`src/rtl/apb_cmd_master.sv`:
```
// -----------------------------------------------------------------------------
// apb_cmd_master
// APB initiator. Each command accepted on the valid/ready command port becomes
// one APB SETUP+ACCESS transfer. The result comes back on a valid/ready response
// port. PREADY wait states and PSLVERR are honoured. A watchdog aborts a
// transfer whose slave holds PREADY low for TIMEOUT consecutive ACCESS cycles.
//
// Ports
//   PCLK, PRESET          clock (rising edge); asynchronous active-high reset
//   cmd_valid/cmd_ready   command handshake; cmd_write/cmd_addr/cmd_wdata payload
//   rsp_valid/rsp_ready   response handshake; rsp_rdata/rsp_err/rsp_timeout payload
//   PADDR..PWDATA         APB request outputs, all registered
//   PRDATA/PREADY/PSLVERR APB completion inputs from the slave
// -----------------------------------------------------------------------------
module apb_cmd_master #(
    parameter int ADDR_W  = 3,
    parameter int DATA_W  = 32,
    parameter int TIMEOUT = 16
) (
    input  logic              PCLK,
    input  logic              PRESET,
    input  logic              cmd_valid,
    output logic              cmd_ready,
    input  logic              cmd_write,
    input  logic [ADDR_W-1:0] cmd_addr,
    input  logic [DATA_W-1:0] cmd_wdata,
    output logic              rsp_valid,
    input  logic              rsp_ready,
    output logic [DATA_W-1:0] rsp_rdata,
    output logic              rsp_err,
    output logic              rsp_timeout,
    output logic [ADDR_W-1:0] PADDR,
    output logic              PSELx,
    output logic              PENABLE,
    output logic              PWRITE,
    output logic [DATA_W-1:0] PWDATA,
    input  logic [DATA_W-1:0] PRDATA,
    input  logic              PREADY,
    input  logic              PSLVERR
);

    // A zero TIMEOUT still needs a legal one-bit counter; it is never compared.
    localparam int WD_W = (TIMEOUT > 0) ? $clog2(TIMEOUT + 1) : 1;
    localparam logic [WD_W-1:0] WD_LIMIT = WD_W'(TIMEOUT);

    typedef enum logic [1:0] {
        ST_IDLE   = 2'd0,
        ST_SETUP  = 2'd1,
        ST_ACCESS = 2'd2,
        ST_RESP   = 2'd3
    } state_t;

    state_t            state_q, state_d;
    logic [ADDR_W-1:0] paddr_q, paddr_d;
    logic              pwrite_q, pwrite_d;
    logic [DATA_W-1:0] pwdata_q, pwdata_d;
    logic              psel_q, psel_d;
    logic              penable_q, penable_d;
    logic              rsp_valid_q, rsp_valid_d;
    logic [DATA_W-1:0] rsp_rdata_q, rsp_rdata_d;
    logic              rsp_err_q, rsp_err_d;
    logic              rsp_timeout_q, rsp_timeout_d;
    logic [WD_W-1:0]   wd_q, wd_d;
    logic [WD_W-1:0]   wd_inc_s;
    logic              timeout_hit_s;

    // The watchdog saturates, so a hung slave with TIMEOUT=0 never wraps it.
    assign wd_inc_s      = (wd_q == {WD_W{1'b1}}) ? wd_q : (wd_q + {{(WD_W-1){1'b0}}, 1'b1});
    assign timeout_hit_s = (TIMEOUT != 0) && (wd_inc_s == WD_LIMIT);

    // State register.
    always_ff @(posedge PCLK or posedge PRESET) begin
        if (PRESET) begin
            state_q <= ST_IDLE;
        end else begin
            state_q <= state_d;
        end
    end

    // Next-state decode.
    always_comb begin
        state_d = state_q;
        case (state_q)
            ST_IDLE:   state_d = cmd_valid ? ST_SETUP : ST_IDLE;
            ST_SETUP:  state_d = ST_ACCESS;
            ST_ACCESS: state_d = (PREADY || timeout_hit_s) ? ST_RESP : ST_ACCESS;
            ST_RESP:   state_d = rsp_ready ? ST_IDLE : ST_RESP;
            default:   state_d = ST_IDLE;
        endcase
    end

    // Next values for the registered APB and response outputs.
    always_comb begin
        paddr_d       = paddr_q;
        pwrite_d      = pwrite_q;
        pwdata_d      = pwdata_q;
        psel_d        = psel_q;
        penable_d     = penable_q;
        rsp_valid_d   = rsp_valid_q;
        rsp_rdata_d   = rsp_rdata_q;
        rsp_err_d     = rsp_err_q;
        rsp_timeout_d = rsp_timeout_q;
        wd_d          = wd_q;
        case (state_q)
            ST_IDLE: begin
                if (cmd_valid) begin
                    paddr_d  = cmd_addr;
                    pwrite_d = cmd_write;
                    pwdata_d = cmd_wdata;
                    psel_d   = 1'b1;
                end else begin
                    psel_d   = 1'b0;
                end
            end
            ST_SETUP: begin
                penable_d = 1'b1;
                wd_d      = '0;
            end
            ST_ACCESS: begin
                if (PREADY) begin
                    psel_d        = 1'b0;
                    penable_d     = 1'b0;
                    rsp_rdata_d   = pwrite_q ? '0 : PRDATA;
                    rsp_err_d     = PSLVERR;
                    rsp_timeout_d = 1'b0;
                    rsp_valid_d   = 1'b1;
                end else begin
                    wd_d = wd_inc_s;
                    if (timeout_hit_s) begin
                        psel_d        = 1'b0;
                        penable_d     = 1'b0;
                        rsp_rdata_d   = '0;
                        rsp_err_d     = 1'b1;
                        rsp_timeout_d = 1'b1;
                        rsp_valid_d   = 1'b1;
                    end else begin
                        rsp_valid_d   = 1'b0;
                    end
                end
            end
            ST_RESP: begin
                if (rsp_ready) begin
                    rsp_valid_d = 1'b0;
                end else begin
                    rsp_valid_d = 1'b1;
                end
            end
            default: begin
                psel_d      = 1'b0;
                penable_d   = 1'b0;
                rsp_valid_d = 1'b0;
            end
        endcase
    end

    // Registered outputs and watchdog.
    always_ff @(posedge PCLK or posedge PRESET) begin
        if (PRESET) begin
            paddr_q       <= '0;
            pwrite_q      <= 1'b0;
            pwdata_q      <= '0;
            psel_q        <= 1'b0;
            penable_q     <= 1'b0;
            rsp_valid_q   <= 1'b0;
            rsp_rdata_q   <= '0;
            rsp_err_q     <= 1'b0;
            rsp_timeout_q <= 1'b0;
            wd_q          <= '0;
        end else begin
            paddr_q       <= paddr_d;
            pwrite_q      <= pwrite_d;
            pwdata_q      <= pwdata_d;
            psel_q        <= psel_d;
            penable_q     <= penable_d;
            rsp_valid_q   <= rsp_valid_d;
            rsp_rdata_q   <= rsp_rdata_d;
            rsp_err_q     <= rsp_err_d;
            rsp_timeout_q <= rsp_timeout_d;
            wd_q          <= wd_d;
        end
    end

    // Command acceptance depends on state alone so it never combinationally
    // follows cmd_valid.
    assign cmd_ready   = (state_q == ST_IDLE);
    assign PADDR       = paddr_q;
    assign PWRITE      = pwrite_q;
    assign PWDATA      = pwdata_q;
    assign PSELx       = psel_q;
    assign PENABLE     = penable_q;
    assign rsp_valid   = rsp_valid_q;
    assign rsp_rdata   = rsp_rdata_q;
    assign rsp_err     = rsp_err_q;
    assign rsp_timeout = rsp_timeout_q;

endmodule
```
`config.mk`:
```
export PLATFORM = sky130hd
export DESIGN_NAME = apb_cmd_master
export DESIGN_NICKNAME = d
export VERILOG_FILES = /design/src/rtl/apb_cmd_master.sv
export SDC_FILE = /design/constraint.sdc
export NUM_CORES = 1
export LEC_CHECK = 0
export CAP_MARGIN = 20
export CORE_UTILIZATION = 25
export CTS_CLUSTER_SIZE = 25
export DETAILED_ROUTE_END_ITERATION = 8
export GPL_ROUTABILITY_DRIVEN = 0
export PLACE_DENSITY = 0.6
export SYNTH_ARGS = -nofsm -noshare
export SYNTH_HDL_FRONTEND = slang
export SYNTH_SLANG_ARGS = --single-unit
```
`constraint.sdc`:
```
create_clock -name PCLK -period 4.1 [get_ports PCLK]
set_input_delay 1.23 -clock PCLK [delete_from_list [all_inputs] [get_ports PCLK]]
set_output_delay 1.23 -clock PCLK [all_outputs]
set_load 0.02 [all_outputs]
```
==> flow_metrics.env <==
export IMPL_max_slew_margin_pct=53.17
export IMPL_grt_pass1_vias=2531
export IMPL_status="completed"
export IMPL_via_count=2422
export IMPL_synth_yosys_warnings=0
export IMPL_design_area_mm2=0.005121
export IMPL_power_leakage_nw=2.207
export IMPL_crit_required_ns=2.87
export IMPL_drtIter0Drc=127
export IMPL_r2r_end="rsp_rdata[21]"
export IMPL_hold_viol_final=0
export IMPL_layout_common_cells="147 x clkdlybuf4s50_1, 80 x dfrtp_1, 36 x mux2_2"
export IMPL_worstRegToRegCells=6
export IMPL_clkSinkCount=80
export IMPL_drive_above_1_share_pct=16.71
export IMPL_syn_area_mm2=0.003204
export IMPL_port_buffers=147
export IMPL_synth_nets=301
export IMPL_ctsHoldBuffers=0
export IMPL_die_area_mm2=0.01327
export IMPL_rsz0062_at_grt="false"
export IMPL_max_freq_mhz=328.0
export IMPL_hp_start="rsp_rdata[20]"
export IMPL_die_h_um=115.2
export IMPL_cts_made_buffers=9
export IMPL_track_usage_pct=12.48
export IMPL_post_cts_buffers=0
export IMPL_ios=148
export IMPL_min_to="rsp_rdata[20]"
export IMPL_critPathKind="flop to output port"
export IMPL_ys_types=37
export IMPL_synth_edf_count=0
export IMPL_ant_nets=0
export IMPL_syn2layout_area_growth_pct=59.82
export IMPL_h_tree_depth=3
export IMPL_syn_inst=226
export IMPL_placed_area_mm2=0.004800
export IMPL_via_per_inst=4.444
export IMPL_setup_viol=0
export IMPL_core_mm2=0.01226
export IMPL_critPathCaptureType="output port"
export IMPL_ys_seq_elements=80
export IMPL_timing_setup_tns_ns=0
export IMPL_rows=40
export IMPL_clk_path_buf_depth=2
export IMPL_dp_hpwl_um=5599
export IMPL_worst_pin_slew_ns=0.7016
export IMPL_min_delay_path_depth=1
export IMPL_grt_util_met2_pct=19.76
export IMPL_grt_max_degree=43
export IMPL_fin_crit_sh_pct=74.37
export IMPL_synth_main_ff_cell="dfrtp_1"
export IMPL_fin_hold_ws_ns=0.4977
export IMPL_cts_clk_slew_worst_paths_ns=0.06
export IMPL_start_util_pct=26.13
export IMPL_met3_usage_pct=5.008
export IMPL_place_ws_ns=1.043
export IMPL_critPathLaunchType="flop"
export IMPL_die_x_um=115.2
export IMPL_maxCapViolCount=0
export IMPL_drv_slew=0
export IMPL_tritoncts="built"
export IMPL_arrival_ns=1.82
export IMPL_fin_crit_ns=3.049
export IMPL_wl_per_cell_um=14.57
export IMPL_fin_ws_ns=1.051
export IMPL_powerDensity_mw_per_mm2=800.5
export IMPL_rrSetupSlack_ns=2.03
export IMPL_antenna_found_initial=0
export IMPL_grt_overflow_total=0
export IMPL_antennaDiodeCount=0
export IMPL_finClkSkew_ns=0.005569
export IMPL_insertion_delay_ns=0.33
export IMPL_yosysSeqAreaShare_pct=62.48
export IMPL_vdd_ir_drop_worst_mv=0.4112
export IMPL_hp_class="flop to flop"
export IMPL_grt_pass1_wl_um=12510
export IMPL_avgSynthCellArea_um2=14.18
export IMPL_grt_busiest_layer="met2"
export IMPL_fin_nets=448
export IMPL_cts_resized=0
export IMPL_worstPathMaxFanout=11
export IMPL_cts_root_buf="clkbuf_16"
export IMPL_final_common_cell="clkdlybuf4s50_1"
export IMPL_drtPass1Iterations=4
export IMPL_timing_rr_start="state_q[1]"
export IMPL_async_flop_share_pct=100.0
export IMPL_wl_um=7938
export IMPL_met1_usage_pct=15.27
export IMPL_drc=0
Yosys cell counts, types with 2 or more instances:
| master | number | area, µm² |
|---|---|---|
| a211oi_1 | 2 | 15.01 |
| a21oi_1 | 6 | 30.03 |
| a22o_1 | 32 | 280.3 |
| a31oi_1 | 3 | 18.77 |
| and2_1 | 2 | 12.51 |
| buf_2 | 3 | 15.01 |
| buf_4 | 3 | 22.52 |
| buf_6 | 3 | 33.78 |
| buf_8 | 3 | 45.04 |
| clkbuf_1 | 2 | 7.510 |
| dfrtp_1 | 80 | 2002 |
| inv_1 | 8 | 30.03 |
| mux2_2 | 36 | 405.4 |
| mux2i_1 | 3 | 30.03 |
| nand2_1 | 5 | 18.77 |
| nand2b_1 | 2 | 12.51 |
| nand3_1 | 2 | 10.01 |
| nor2_1 | 7 | 26.28 |
| nor3_1 | 4 | 20.02 |
| o21ai_0 | 2 | 10.01 |
| o22ai_1 | 2 | 12.51 |
sequential cells by signal, indices dropped and copies added, names as in the netlist:
| signal | count |
|---|---|
| PWDATA | 32 |
| rsp_rdata | 32 |
| wd_q | 5 |
| PADDR | 3 |
| state_q | 2 |
| PENABLE | 1 |
| PSELx | 1 |
| PWRITE | 1 |
| rsp_err | 1 |
| rsp_timeout | 1 |
| rsp_valid | 1 |
metal layers:
layer	up-vias	part of all wire [%]
met2	122	45
met1	1175	44
met4	0	1.5
met3	10	9.5
li1	1115	-
met5	-	0
worst max-delay path: stages (launching register included):
cell and delay [ns]:
dfrtp_1 0.52, nor2_1 0.30, clkdlybuf4s50_1 0.67
stage by stage:
stage                     cells  utilization, %  power [mW]
after floorplan             226               -       2.401
after global placement      530           39.14       3.244
after detailed placement    530           39.14       3.272
after CTS                   545           41.77       4.160
after global routing        545           41.77       4.347
final                       545           41.77       4.099
worst max path at each step:
stage	start	slack, ns	to	cells after the start
detailed placement	PREADY	1.04	rsp_rdata[17]	5
finish	state_q[0]	1.05	cmd_ready	2
global placement	PREADY	1.09	rsp_rdata[10]	5
CTS	state_q[0]	1.02	cmd_ready	2
global route	state_q[0]	0.97	cmd_ready	2
floorplan	PRESET	0.82	PADDR[0]	1
cell families after synthesis:
| kind of cell | synth area share [%] |
|---|---|
| mux | 13.59 |
| fa+ha+maj | 0.3904 |
| buf+inv | 4.803 |
| simple gates | 5.467 |
| flops | 62.48 |
| compound gates | 13.28 |
report_power, final:
part           switching [mW]  leakage [nW]  total [mW]  internal [mW]
logic                   0.877          1.06        1.86          0.985
clock network           0.297         0.159       0.859          0.562
registers               0.225         0.986        1.38           1.15
layout make-up:
class	count	area (µm²)
timing repair buffer	150	1506
inverter	8	31.28
fill	1172	7141
multi-input combinational	124	1050
clock buffer	12	256.5
sequential	80	2002
tap	168	210.2
clock inverter	3	65.06
Power figures use the tool's default switching activity.
